**src/rtl/mem_wb_stage_pkg.sv**
```systemverilog
`default_nettype none
// ==========================================================================
// mem_wb_stage_pkg : encodings and limits shared by the MEM/WB stage files
// Rev 1.0
// ==========================================================================
package mem_wb_stage_pkg;

  localparam logic [1:0] MEM_READ      = 2'b01;
  localparam logic [1:0] MEM_WRITE     = 2'b10;
  localparam logic [1:0] MEM_NONE      = 2'b11;
  localparam logic [3:0] NO_REG        = 4'b1111;
  localparam logic [7:0] TIMEOUT_LIMIT = 8'd255;

  typedef enum logic [0:0] {
    ST_IDLE   = 1'b0,
    ST_ACCESS = 1'b1
  } state_t;

  // 2'b00 falls through to "no memory operation", same as MEM_NONE.
  function automatic logic is_mem_op(input logic [1:0] ctrl);
    return (ctrl == MEM_READ) || (ctrl == MEM_WRITE);
  endfunction

endpackage
`default_nettype wire

```
**src/rtl/mem_wb_stage_if.sv**
```systemverilog
`default_nettype none
// ==========================================================================
// mem_wb_stage_if : EX-side, memory-bus and write-back signals of the stage
// Rev 1.0
// ==========================================================================
interface mem_wb_stage_if;

  logic        exValid;
  logic [15:0] exAluResult;
  logic [15:0] exStoreData;
  logic [3:0]  exWriteReg;
  logic [1:0]  exControlMem;

  logic        memReq;
  logic        memWe;
  logic [15:0] memAddr;
  logic [15:0] memWdata;
  logic        memAck;
  logic [15:0] memRdata;

  logic        stall;
  logic [3:0]  writeBackReg;
  logic [15:0] writeBackData;
  logic        wbValid;
  logic        memErr;

  // master: the stage itself; slave: pipeline/memory environment around it
  modport master (
    input  exValid, exAluResult, exStoreData, exWriteReg, exControlMem,
    input  memAck, memRdata,
    output memReq, memWe, memAddr, memWdata,
    output stall, writeBackReg, writeBackData, wbValid, memErr
  );

  modport slave (
    output exValid, exAluResult, exStoreData, exWriteReg, exControlMem,
    output memAck, memRdata,
    input  memReq, memWe, memAddr, memWdata,
    input  stall, writeBackReg, writeBackData, wbValid, memErr
  );

endinterface
`default_nettype wire

```
**src/rtl/mem_wb_stage.sv**
```systemverilog
`default_nettype none
// ==========================================================================
// mem_wb_stage : MEM/WB pipeline stage with a two-state memory-access FSM.
//                Define MEM_WB_TIMEOUT_EN to add the 255-cycle access timeout.
// Rev 1.0
// ==========================================================================
module mem_wb_stage
  import mem_wb_stage_pkg::*;
(
  input wire logic       clk,
  input wire logic       rst,
  mem_wb_stage_if.master bus
);

  state_t      r_state;
  logic        r_mem_req;
  logic        r_mem_we;
  logic [15:0] r_mem_addr;
  logic [15:0] r_mem_wdata;
  logic [3:0]  r_wb_reg;
  logic [15:0] r_wb_data;
  logic        r_wb_valid;
  logic [3:0]  r_lat_reg;
  logic        r_lat_read;

  state_t      w_state_nxt;
  logic        w_mem_req_nxt;
  logic        w_mem_we_nxt;
  logic [15:0] w_mem_addr_nxt;
  logic [15:0] w_mem_wdata_nxt;
  logic [3:0]  w_wb_reg_nxt;
  logic [15:0] w_wb_data_nxt;
  logic        w_wb_valid_nxt;
  logic [3:0]  w_lat_reg_nxt;
  logic        w_lat_read_nxt;

`ifdef MEM_WB_TIMEOUT_EN
  logic [7:0]  r_tmo_cnt;
  logic        r_mem_err;
  logic        w_mem_err_nxt;
`endif

  always_ff @(posedge clk) begin
    if (rst) begin
      r_state     <= ST_IDLE;
      r_mem_req   <= 1'b0;
      r_mem_we    <= 1'b0;
      r_mem_addr  <= 16'h0000;
      r_mem_wdata <= 16'h0000;
      r_wb_reg    <= NO_REG;
      r_wb_data   <= 16'h0000;
      r_wb_valid  <= 1'b0;
      r_lat_reg   <= NO_REG;
      r_lat_read  <= 1'b0;
    end else begin
      r_state     <= w_state_nxt;
      r_mem_req   <= w_mem_req_nxt;
      r_mem_we    <= w_mem_we_nxt;
      r_mem_addr  <= w_mem_addr_nxt;
      r_mem_wdata <= w_mem_wdata_nxt;
      r_wb_reg    <= w_wb_reg_nxt;
      r_wb_data   <= w_wb_data_nxt;
      r_wb_valid  <= w_wb_valid_nxt;
      r_lat_reg   <= w_lat_reg_nxt;
      r_lat_read  <= w_lat_read_nxt;
    end
  end

`ifdef MEM_WB_TIMEOUT_EN
  // Counter sits at zero in IDLE, so it is already clear on entry to ACCESS.
  always_ff @(posedge clk) begin
    if (rst) begin
      r_tmo_cnt <= 8'd0;
      r_mem_err <= 1'b0;
    end else begin
      r_mem_err <= w_mem_err_nxt;
      if ((r_state == ST_ACCESS) && !bus.memAck) begin
        r_tmo_cnt <= r_tmo_cnt + 8'd1;
      end else begin
        r_tmo_cnt <= 8'd0;
      end
    end
  end
`endif

  always_comb begin
    w_state_nxt     = r_state;
    w_mem_req_nxt   = r_mem_req;
    w_mem_we_nxt    = r_mem_we;
    w_mem_addr_nxt  = r_mem_addr;
    w_mem_wdata_nxt = r_mem_wdata;
    w_wb_reg_nxt    = r_wb_reg;
    w_wb_data_nxt   = r_wb_data;
    w_wb_valid_nxt  = r_wb_valid;
    w_lat_reg_nxt   = r_lat_reg;
    w_lat_read_nxt  = r_lat_read;
`ifdef MEM_WB_TIMEOUT_EN
    w_mem_err_nxt   = 1'b0;
`endif

    case (r_state)
      ST_IDLE: begin
        w_wb_reg_nxt   = NO_REG;
        w_wb_valid_nxt = 1'b0;
        if (bus.exValid) begin
          if (is_mem_op(bus.exControlMem)) begin
            w_state_nxt     = ST_ACCESS;
            w_mem_req_nxt   = 1'b1;
            w_mem_we_nxt    = (bus.exControlMem == MEM_WRITE);
            w_mem_addr_nxt  = bus.exAluResult;
            w_mem_wdata_nxt = bus.exStoreData;
            w_lat_reg_nxt   = bus.exWriteReg;
            w_lat_read_nxt  = (bus.exControlMem == MEM_READ);
          end else begin
            w_wb_reg_nxt   = bus.exWriteReg;
            w_wb_data_nxt  = bus.exAluResult;
            w_wb_valid_nxt = (bus.exWriteReg != NO_REG);
          end
        end
      end

      ST_ACCESS: begin
        // Bus outputs hold and ex* is ignored until the access resolves.
        if (bus.memAck) begin
          w_state_nxt   = ST_IDLE;
          w_mem_req_nxt = 1'b0;
          if (r_lat_read) begin
            w_wb_reg_nxt   = r_lat_reg;
            w_wb_data_nxt  = bus.memRdata;
            w_wb_valid_nxt = (r_lat_reg != NO_REG);
          end else begin
            w_wb_reg_nxt   = NO_REG;
            w_wb_valid_nxt = 1'b0;
          end
        end
`ifdef MEM_WB_TIMEOUT_EN
        else if (r_tmo_cnt == TIMEOUT_LIMIT) begin
          w_state_nxt    = ST_IDLE;
          w_mem_req_nxt  = 1'b0;
          w_mem_err_nxt  = 1'b1;
          w_wb_reg_nxt   = NO_REG;
          w_wb_valid_nxt = 1'b0;
        end
`endif
      end

      default: begin
        w_state_nxt = ST_IDLE;
      end
    endcase
  end

  assign bus.stall         = (r_state == ST_ACCESS);
  assign bus.memReq        = r_mem_req;
  assign bus.memWe         = r_mem_we;
  assign bus.memAddr       = r_mem_addr;
  assign bus.memWdata      = r_mem_wdata;
  assign bus.writeBackReg  = r_wb_reg;
  assign bus.writeBackData = r_wb_data;
  assign bus.wbValid       = r_wb_valid;
`ifdef MEM_WB_TIMEOUT_EN
  assign bus.memErr        = r_mem_err;
`else
  assign bus.memErr        = 1'b0;
`endif

endmodule
`default_nettype wire

```
**src/flat_wrapper.sv**
```systemverilog
// flat-port wrapper written by rule: the top's interface ports become plain ports
module mem_wb_stage_flat import mem_wb_stage_pkg::*;
  (clk, rst, bus_exValid, bus_exAluResult, bus_exStoreData, bus_exWriteReg, bus_exControlMem, bus_memAck, bus_memRdata, bus_memReq, bus_memWe, bus_memAddr, bus_memWdata, bus_stall, bus_writeBackReg, bus_writeBackData, bus_wbValid, bus_memErr);
  mem_wb_stage_if bus_i ();
  input wire logic clk;
  input wire logic rst;
  input wire logic [$bits(bus_i.exValid)-1:0] bus_exValid;
  input wire logic [$bits(bus_i.exAluResult)-1:0] bus_exAluResult;
  input wire logic [$bits(bus_i.exStoreData)-1:0] bus_exStoreData;
  input wire logic [$bits(bus_i.exWriteReg)-1:0] bus_exWriteReg;
  input wire logic [$bits(bus_i.exControlMem)-1:0] bus_exControlMem;
  input wire logic [$bits(bus_i.memAck)-1:0] bus_memAck;
  input wire logic [$bits(bus_i.memRdata)-1:0] bus_memRdata;
  output wire logic [$bits(bus_i.memReq)-1:0] bus_memReq;
  output wire logic [$bits(bus_i.memWe)-1:0] bus_memWe;
  output wire logic [$bits(bus_i.memAddr)-1:0] bus_memAddr;
  output wire logic [$bits(bus_i.memWdata)-1:0] bus_memWdata;
  output wire logic [$bits(bus_i.stall)-1:0] bus_stall;
  output wire logic [$bits(bus_i.writeBackReg)-1:0] bus_writeBackReg;
  output wire logic [$bits(bus_i.writeBackData)-1:0] bus_writeBackData;
  output wire logic [$bits(bus_i.wbValid)-1:0] bus_wbValid;
  output wire logic [$bits(bus_i.memErr)-1:0] bus_memErr;
  assign bus_i.exValid = bus_exValid;
  assign bus_i.exAluResult = bus_exAluResult;
  assign bus_i.exStoreData = bus_exStoreData;
  assign bus_i.exWriteReg = bus_exWriteReg;
  assign bus_i.exControlMem = bus_exControlMem;
  assign bus_i.memAck = bus_memAck;
  assign bus_i.memRdata = bus_memRdata;
  assign bus_memReq = bus_i.memReq;
  assign bus_memWe = bus_i.memWe;
  assign bus_memAddr = bus_i.memAddr;
  assign bus_memWdata = bus_i.memWdata;
  assign bus_stall = bus_i.stall;
  assign bus_writeBackReg = bus_i.writeBackReg;
  assign bus_writeBackData = bus_i.writeBackData;
  assign bus_wbValid = bus_i.wbValid;
  assign bus_memErr = bus_i.memErr;
  mem_wb_stage u_core (.clk(clk), .rst(rst), .bus(bus_i));
endmodule
```
**config.mk**
```make
export PLATFORM = sky130hd
export DESIGN_NAME = mem_wb_stage_flat
export DESIGN_NICKNAME = d
export VERILOG_FILES = /design/src/rtl/mem_wb_stage_pkg.sv /design/src/rtl/mem_wb_stage_if.sv /design/src/rtl/mem_wb_stage.sv /design/src/flat_wrapper.sv
export SDC_FILE = /design/constraint.sdc
export NUM_CORES = 1
export LEC_CHECK = 0
export CORE_UTILIZATION = 60
export CTS_CLUSTER_SIZE = 25
export DETAILED_ROUTE_END_ITERATION = 6
export DONT_BUFFER_PORTS = 1
export MAX_ROUTING_LAYER = met4
export PLACE_DENSITY = 0.86
export SLEW_MARGIN = 20
export SYNTH_ARGS = -nofsm -noshare
export SYNTH_HDL_FRONTEND = slang
export SYNTH_SLANG_ARGS = --single-unit
```
**constraint.sdc**
```tcl
create_clock -name clk -period 1.6 [get_ports clk]
set_input_delay 0.16 -clock clk [delete_from_list [all_inputs] [get_ports clk]]
set_output_delay 0.16 -clock clk [all_outputs]
set_load 0.02 [all_outputs]
```
==> results of run 1 <==
-- metrics by stage --
step           hold WS, ns  total power (W)  cell area (µm²)  utilization, %  setup WS, ns
3_3_place_gp         0.232          0.00216             2440            64.6         0.105
2_1_floorplan        0.284          0.00213             2440               -         0.188
6_report            0.0289          0.00332             2970            78.8        0.0870
5_1_grt             0.0285          0.00347             2970            78.8        0.0101
3_5_place_dp         0.234          0.00218             2440            64.6        0.0106
4_1_cts             0.0198          0.00331             2960            78.5       0.00958
-- worst max-delay path, stage by stage (launching register included) --
cell and delay (ns):
dfxtp_1 0.40, buf_4 0.23, nor3b_4 0.23, buf_6 0.24, nand2_1 0.12, a21oi_1 0.20
-- cells by family after synthesis --
logic type                 count (synthesis)
buffers and inverters                     27
AOI/OAI and AO/OA                         66
adders and majority gates                  2
DFF                                       61
muxes                                     16
other                                      1
and+or+nand+nor                          111
-- cell usage after synthesis, drive strengths merged --
cell,number,area (µm²)
nand2,78,293
dfxtp,61,1220
a21oi,39,195
a211oi,17,128
mux2i,16,160
nor3,16,80.1
buf,15,106
clkbuf,9,33.8
nand3b,5,37.5
o21ai,5,28.8
inv,3,11.3
o22ai,3,18.8
ha,2,25.0
nand2b,2,12.5
nor2,2,7.51
nor2b,2,12.5
a221o,1,10.0
a32oi,1,8.76
and3,1,6.26
and3b,1,8.76
conb,1,3.75
nand3,1,5.00
nand4,1,6.26
nor3b,1,12.5
or3b,1,11.3
-- power by group through the flow --
stage | Combinational [W] | Clock, W | Sequential [W]
6_report | 0.000436 | 0.00106 | 0.00182
5_1_grt | 0.000478 | 0.00116 | 0.00183
4_1_cts | 0.000422 | 0.00107 | 0.00182
3_5_place_dp | 0.000326 | 0 | 0.00185
3_3_place_gp | 0.000311 | 0 | 0.00185
2_1_floorplan | 0.000300 | 0 | 0.00183
-- final cells by class --
type                    count  area, µm²  share of cell area, %
multi-input cells         196       1080                   36.5
repair buffers             46        452                   15.2
well taps                  48       60.1                   2.02
inverters                   3       11.3                  0.379
flip-flops and latches     61       1220                   41.1
clock buffers              11        141                   4.76
-- repair_timing --
action,in CTS,in global routing
resized for setup,0,2
endpoints found under the setup margin,0,20
hold buffers,37,0
hold endpoints to repair,61,0
-- layer usage --
layer	vias up	global-route usage [%]	share of wire, %
li1	1027	-	-
met1	995	32.1	39
met2	135	53.8	50
met3	20	8.28	8.8
met4	0	15.2	2.2
met5	-	-	0
-- worst paths after layout --
path                            slack (ns)                start  cells after the start                    endpoint
worst min register to register        0.48  u_core.r_lat_reg[3]                      2         u_core.r_lat_reg[3]
worst max-delay path                  0.09     u_core.bus.stall                      5      u_core.bus.memWdata[4]
worst max register to register        0.09     u_core.bus.stall                      5      u_core.bus.memWdata[4]
worst min-delay path                  0.03    bus_exWriteReg[0]                      2  u_core.bus.writeBackReg[0]
==> metrics.txt, run 1 <==
worst-path fanout max=26; Combinational Power Share=13.2%; DR WL/cell=17.3 µm; CP arrival=1.74 ns; Clk pwr share=32.0%; number of H-tree levels=3; Max Cap Viol=0; Clock Latency Late Sink=0.31 ns; Pleak=1.10 nW; antenna violations before repair=0; Root Driver=clkbuf_8; Post-Route Skew=0.00368 ns; YS warnings=0; HP Class=primary input to register; DRT Pass-1 Iters=4; Req. time, crit path=1.83 ns; XOR/XNOR Fraction of Synth Area=0%; worst-case clock buffer depth=2; Layout area overhead=21.6%; detailed-route DRC error count=0; cell area power density=1120 nW/µm²; IO Pins=115; most frequent cells in the layout=78 x nand2_1, 61 x dfxtp_1, 39 x a21oi_1, 36 x dlygate4sd3_1, 17 x a211oi_1; status=completed; Ant. Diodes=0; Synth Area in Simple Gates=20.2%; Mapped Nets=344; share of layout cells above drive strength 1=7.26%; first-pass GRT wire length=9770 µm; Final Max Slew Viols=0; sequential fraction of the synthesis area=50.0%; Cell Area, Synth=2440 µm²; DRT iter0 DRCs=138; Compound-Gate Fraction of Synth Area=15.9%; fmax=661 MHz; initial core utilization=64.8%; sw frac=27.9%; die height=65.8 µm; most common cell after layout, fill and taps aside=nand2_1; mux share of post-synthesis cell area=6.55%; Sink Count=61; Cells after DPL=317; count of cell types in the netlist=29; Adder-Cell Fraction of Synth Area=1.02%; Critical Path Sink Type=register; vias=2177; Routed Antenna Nets=0; Psw=0.000925 W; RSZ-0062 raised after global routing=false; Via density=5.96; setup TNS=0 ns; fin crit share=94.6%; cell-internal power=0.00239 W; Avg Synthesized Cell Area=8.60 µm²; PortBufs=0; die area=4330 µm²; number of synthesized register bits=61; Hold Vio Cnt, Final=0; Clk pin slew, worst setup/hold paths=0.06 ns; fillcell total=251; critical path type=register to register; peak supply drop=0.000772 V; total CTS buffers=9; CTS tree=built; cell count after synthesis=284; DP Wirelength=3660 µm; register share of total power=54.9%; non-filler instance count after layout=365; Congestion Overflow GR=0; largest family of logic cells by synthesized area=simple AND/OR/NAND/NOR gates; Critical Path Source Type=register; GRT Total Usage=31.0%; FP Rows=22; Post-CTS Setup Bufs=0; largest net degree at the start of global routing=62; final setup violation count=0; number of nets in the layout=377; final worst path period need=1.51 ns; Core Region=3770 µm²; Die W=65.8 µm; number of global-route vias before repair=2185; routability cong.=0.805; wirelength, routed=6310 µm
Power figures use the tool's default switching activity.
==> run 2: changes to the inputs <==
Settings changed: SETUP_SLACK_MARGIN from default to 0.3, SLEW_MARGIN 20 to 5.
==> run 2 against run 1 <==
The flow now finishes with violations (hold timing). Cell count decreased by 9.0%. Die area is the same. Clock skew increased by 0.0029 ns. Critical endpoint is now u_core.r_lat_reg[0].
==> metrics.txt, run 2 (synthesis results as in run 1) <==
Clock Latency Late Sink=0.32 ns (about the same); M3 GR Usage=8.28% (unchanged); hold path depth=1 (-1); worst-case clock buffer depth=2 (unchanged); CP cell instances=or3b_4 > nand2_1 > nand3b_1; GRT met1 Usage=31.7% (-0.38 points); DRT iter0 DRCs=185 (+34%); wirelength, routed=5660 µm (-10%); Layout area overhead=8.40%; most common cell after layout, fill and taps aside=nand2_1; number of H-tree levels=3 (unchanged); setup TNS=0 ns (unchanged); detailed-route DRC error count=0 (unchanged); FP Rows=22 (unchanged); final setup violation count=0 (unchanged); critical path type=register to register; CP arrival=1.44 ns (-0.30 ns); die area=4330 µm² (unchanged); Post-Route Utilization=70.2% (-8.5 points); Congestion Overflow GR=0 (unchanged); Critical Path Sink Type=register; Crit Reg-Reg Startpoint=u_core.bus.stall; Critical R2R Capture=u_core.r_lat_reg[0]; Critical Path Max Stage Delay=0.52 ns (+0.12 ns); Die W=65.8 µm (unchanged); total CTS buffers=9 (unchanged); HP Class=primary input to register; PortBufs=0 (unchanged); final worst path period need=1.23 ns (-0.283 ns); fillcell total=314 (+25%); DRT Pass-1 Iters=5 (+1); worst-path fanout max=20 (-23%); cell area power density=1240 nW/µm² (+11%); vias=1975 (-9.3%); non-filler instance count after layout=332 (-9.0%); worst hold start=rst; Hold Vio Cnt, Final=61 (+61); Pleak=0.952 nW (-13%); fmax=813 MHz (+23%); number of nets in the layout=340 (-9.8%); most utilized layer in the global route result=met2; met2 Usage GRT=40.4% (-13 points); Cells after DPL=313 (-1.3%); RSZ-0062 raised after global routing=true; initial core utilization=64.8% (unchanged); Place WS=0.171 ns (+0.161 ns); DR WL/cell=17.0 µm (-1.4%); status=finished, violations left; die height=65.8 µm (unchanged); Req. time, crit path=1.81 ns (-0.02 ns); IO Pins=115 (unchanged); largest net degree at the start of global routing=62 (unchanged); GRT Total Usage=26.2% (-4.8 points); Fin Hold WS=-0.103 ns (-0.132 ns); most frequent cells in the layout=78 x nand2_1, 60 x dfxtp_1, 39 x a21oi_1, 17 x a211oi_1; Post-Route Skew=0.00661 ns (+0.00293 ns); fin crit share=76.9% (-18 points); worst r2r path cells=3 (-2); share of layout cells above drive strength 1=9.51% (+2.3 points); first-pass GRT wire length=8360 µm (-14%); Ant. Diodes=0 (unchanged); Tot Pwr=0.00329 W (-0.79%); DP Wirelength=3640 µm (-0.69%); CP max stage cell=or3b_4; peak supply drop=0.000721 V (-6.6%); Via density=5.95 (-0.26%); Final Max Slew Viols=0 (unchanged); Critical Path Source Type=register; Core Region=3770 µm² (unchanged); Routed Antenna Nets=0 (unchanged); Clk pin slew, worst setup/hold paths=0.06 ns (about the same); routability cong.=0.782 (-2.9%); reg2reg setup slack=0.37 ns (+0.28 ns); PnR worst setup slack=0.370 ns (+0.283 ns); CTS tree=built; end of the worst hold path=u_core.bus.stall; Max Cap Viol=0 (unchanged); Sink Count=61 (unchanged); number of global-route vias before repair=1775 (-19%); antenna violations before repair=0 (unchanged); Root Driver=clkbuf_8; violations in the final reports=hold timing
-- run 2: how the worst max path moves through the flow --
| stage | from | to | slack [ns] | cells past startpoint |
|---|---|---|---|---|
| 2_1_floorplan | u_core.bus.stall | u_core.bus.memAddr[13] | 0.25 | 6 |
| 3_3_place_gp | bus_exControlMem[0] | u_core.r_lat_reg[3] | 0.22 | 5 |
| 3_5_place_dp | bus_exControlMem[0] | u_core.r_lat_reg[0] | 0.17 | 5 |
| 4_1_cts | u_core.bus.stall | u_core.r_lat_reg[0] | 0.29 | 3 |
| 5_1_grt | u_core.bus.stall | u_core.bus.memWdata[12] | 0.29 | 4 |
| 6_report | u_core.bus.stall | u_core.r_lat_reg[0] | 0.37 | 3 |
-- run 2: worst max-delay path: cells and delay by family (launching register included) --
kind | cells | cell delay [ns]
and+or+nand+nor | 3 | 0.72
DFF | 1 | 0.40
-- run 2: power breakdown --
| part | switching [W] | leakage (nW) | internal [W] |
|---|---|---|---|
| Clock | 0.000529 | 0.0833 | 0.000592 |
| Sequential | 0.000192 | 0.501 | 0.00163 |
| Combinational | 0.000193 | 0.368 | 0.000158 |
| Total | 0.000914 | 0.952 | 0.00238 |
-- run 2: layout make-up --
| cell class | count | area, µm² | share of cell area, % |
|---|---|---|---|
| Tap cell | 48 | 60.1 | 2.27 |
| Sequential cell | 61 | 1220 | 46.2 |
| Clock inverter | 2 | 10.0 | 0.378 |
| Inverter | 3 | 11.3 | 0.425 |
| Clock buffer | 13 | 149 | 5.62 |
| Timing Repair Buffer | 8 | 83.8 | 3.16 |
| Multi-Input combinational cell | 197 | 1110 | 41.9 |
-- run 2: what timing repair did --
action,CTS,global route
pin swaps,0,1
resized for setup,1,7
setup buffers,0,2
hold endpoints to repair,61,61
setup endpoints to repair,19,55
gates cloned,0,2
-- run 2: routing by layer --
metal  wire [µm]  vias to the layer above  share of wire [%]
met1        2270                      895                 40
met5           0                        -                  0
met3         607                        9                 11
met2        2710                      109                 48
met4          70                        0                1.2
li1            -                      962                  -
-- run 2: stage by stage --
stage | hold slack, ns | area, µm²
finish | -0.103 | 2650
global placement | 0.225 | 2420
global route | -0.107 | 2650
CTS | -0.113 | 2590
detailed placement | 0.229 | 2420
floorplan | 0.284 | 2460
==> run 3: changes to the inputs <==
Settings changed: CORE_UTILIZATION 60 to 55, PLACE_DENSITY 0.86 to 0.83.
Clock period 1.6 ns to 1.05 ns, I/O delays scaled along.
==> run 3 against run 2 <==
The run ends with DRC, hold timing, setup timing left. Maximum frequency is 7.0% lower. Sequential power is 47% higher. Sequential share of layout area is 8.9 points lower. Core utilization is 17 points higher. Hold slack worse by 0.062 ns. Setup slack worse by 0.64 ns. Largest cell class unchanged. Critical endpoint is now u_core.bus.writeBackData[2]. Clock skew is 0.0016 ns higher. Highest routed layer unchanged.
==> metrics.txt, run 3 (synthesis results as in run 1) <==
status=finished, violations left; violations in the final reports=DRC, hold timing, setup timing; CP max stage cell=dfxtp_4; non-filler instance count after layout=396 (+19%); Design Area, Final=3590 µm² (+36%); final setup violation count=61 (+61); reg2reg setup slack=-0.27 ns (-0.64 ns); RSZ-0062 raised after global routing=true; CP cell instances=buf_6 > and3_4 > clkbuf_16 > nor3_1 > a211oi_1; FF/Latch Area=1340 µm² (+9.7%); worst-path fanout max=8 (-60%); end of the worst hold path=u_core.bus.memWdata[6]; fillcell total=199 (-37%); CTS tree=built; critical path type=register to register; Ant. Diodes=0 (unchanged); Final Max Slew Viols=0 (unchanged); routability cong.=0.812 (+3.8%); Fin Hold WS=-0.165 ns (-0.0621 ns); Critical Path Sink Type=register; detailed-route DRC error count=2 (+2); Die W=68.7 µm (+4.3%); antenna violations before repair=0 (unchanged); Clk pin slew, worst setup/hold paths=0.07 ns (about the same); DRT iter0 DRCs=227 (+23%); hold path depth=1 (unchanged); worst hold start=rst; worst-case clock buffer depth=2 (unchanged); Root Driver=clkbuf_8; fmax=756 MHz (-7.0%); Sink Count=61 (unchanged); Hold Vio Cnt, Final=61 (unchanged); Cells after DPL=356 (+14%); DR WL/cell=20.2 µm (+19%); die height=68.7 µm (+4.3%); FP Rows=23 (+4.5%); CP arrival=1.53 ns (+0.09 ns); DP Wirelength=4060 µm (+12%); Tot Pwr=0.00571 W (+74%); Layout area overhead=47.1%; IO Pins=115 (unchanged); worst r2r path cells=5 (+2); first-pass GRT wire length=10200 µm (+22%); Critical R2R Capture=u_core.bus.writeBackData[2]; final worst path period need=1.32 ns (+0.0920 ns); cell area power density=1590 nW/µm² (+28%); Pleak=1.40 nW (+47%); wirelength, routed=8020 µm (+42%); PortBufs=0 (unchanged); PnR worst setup slack=-0.272 ns (-0.642 ns); most common cell after layout, fill and taps aside=nand2_1; worst path buffer plus inverter count=2 (+2); Post-Route Skew=0.00826 ns (+0.00165 ns); die area=4710 µm² (+8.8%); initial core utilization=59.0% (-5.8 points); Clock Latency Late Sink=0.33 ns (about the same); fin crit share=126% (+49 points); Core Region=4140 µm² (+9.9%); Req. time, crit path=1.25 ns (-0.56 ns); Congestion Overflow GR=0 (unchanged); GRT Total Usage=31.6% (+5.3 points); Critical Path Source Type=register; setup TNS=-8.55 ns (-8.55 ns); Max Cap Viol=0 (unchanged); share of layout cells above drive strength 1=50.3% (+41 points); number of nets in the layout=402 (+18%); Critical Path Max Stage Delay=0.37 ns (-0.15 ns); Routed Antenna Nets=0 (unchanged); Crit Reg-Reg Startpoint=u_core.bus.stall; HP Class=primary input to register; total CTS buffers=9 (unchanged); vias=2429 (+23%); DRT Pass-1 Iters=7 (+2); crit-path leading delay family=simple AND/OR/NAND/NOR gates; number of global-route vias before repair=2265 (+28%); Placed Area=2820 µm² (+16%); Via density=6.13 (+3.1%); multi-input combinational cell area=1260 µm² (+14%); number of H-tree levels=3 (unchanged); most frequent cells in the layout=78 x nand2_1, 39 x buf_6, 37 x a21oi_1, 35 x dfxtp_2, 26 x buf_4; peak supply drop=0.00121 V (+68%); largest net degree at the start of global routing=62 (unchanged)
## run 3: changes by cell type in the layout (fill, tap and decap cells not counted), moves of 14 or more
cell,delta
dfxtp_2,+35
dfxtp_4,+20
buf_6,+36
buf_4,+22
dfxtp_1,-55
nor3_1,-14
## run 3: how the worst max path moves through the flow
stage | cells past startpoint | slack, ns | end | start
after floorplan | 6 | -0.30 | u_core.bus.memAddr[13] | u_core.bus.stall
after global placement | 5 | -0.26 | u_core.r_lat_reg[3] | bus_exControlMem[0]
after detailed placement | 5 | -0.32 | u_core.r_lat_reg[1] | bus_exControlMem[0]
after CTS | 3 | -0.18 | u_core.r_lat_reg[1] | u_core.bus.stall
after global routing | 5 | -0.32 | u_core.bus.writeBackData[15] | u_core.bus.stall
final | 5 | -0.27 | u_core.bus.writeBackData[2] | u_core.bus.stall
## run 3: stage by stage
stage,util [%],setup slack (ns)
floorplan,-,-0.298
global placement,67.9,-0.265
detailed placement,67.9,-0.319
CTS,81.9,-0.182
global route,86.7,-0.323
finish,86.7,-0.272
## run 3: per-layer routing
layer | global-route usage, % | share of wire (%)
met5 | - | 0
met4 | 18.0 | 4.2
met3 | 7.24 | 8.9
met2 | 55.9 | 52
met1 | 31.7 | 35
## run 3: what timing repair did
| action | CTS | global route |
|---|---|---|
| setup buffers | 12 | 11 |
| endpoints found under the setup margin | 117 | 117 |
| pin swaps | 4 | 3 |
| gates resized for setup | 117 | 22 |
| gates cloned | 1 | 1 |
| hold endpoints to repair | 61 | 61 |
## run 3: layout make-up
class                           instances  share of cell area (%)
Multi-Input combinational cell        197                    35.2
Clock buffer                           14                    4.80
Tap cell                               50                    1.74
Clock inverter                          1                   0.139
Timing Repair Buffer                   70                    20.4
Inverter                                3                   0.313
Sequential cell                        61                    37.4
## run 3: power by group
| group | switching [W] | internal, W |
|---|---|---|
| registers | 0.000190 | 0.00248 |
| clock network | 0.000882 | 0.00104 |
| logic | 0.000570 | 0.000550 |
| total | 0.00164 | 0.00407 |
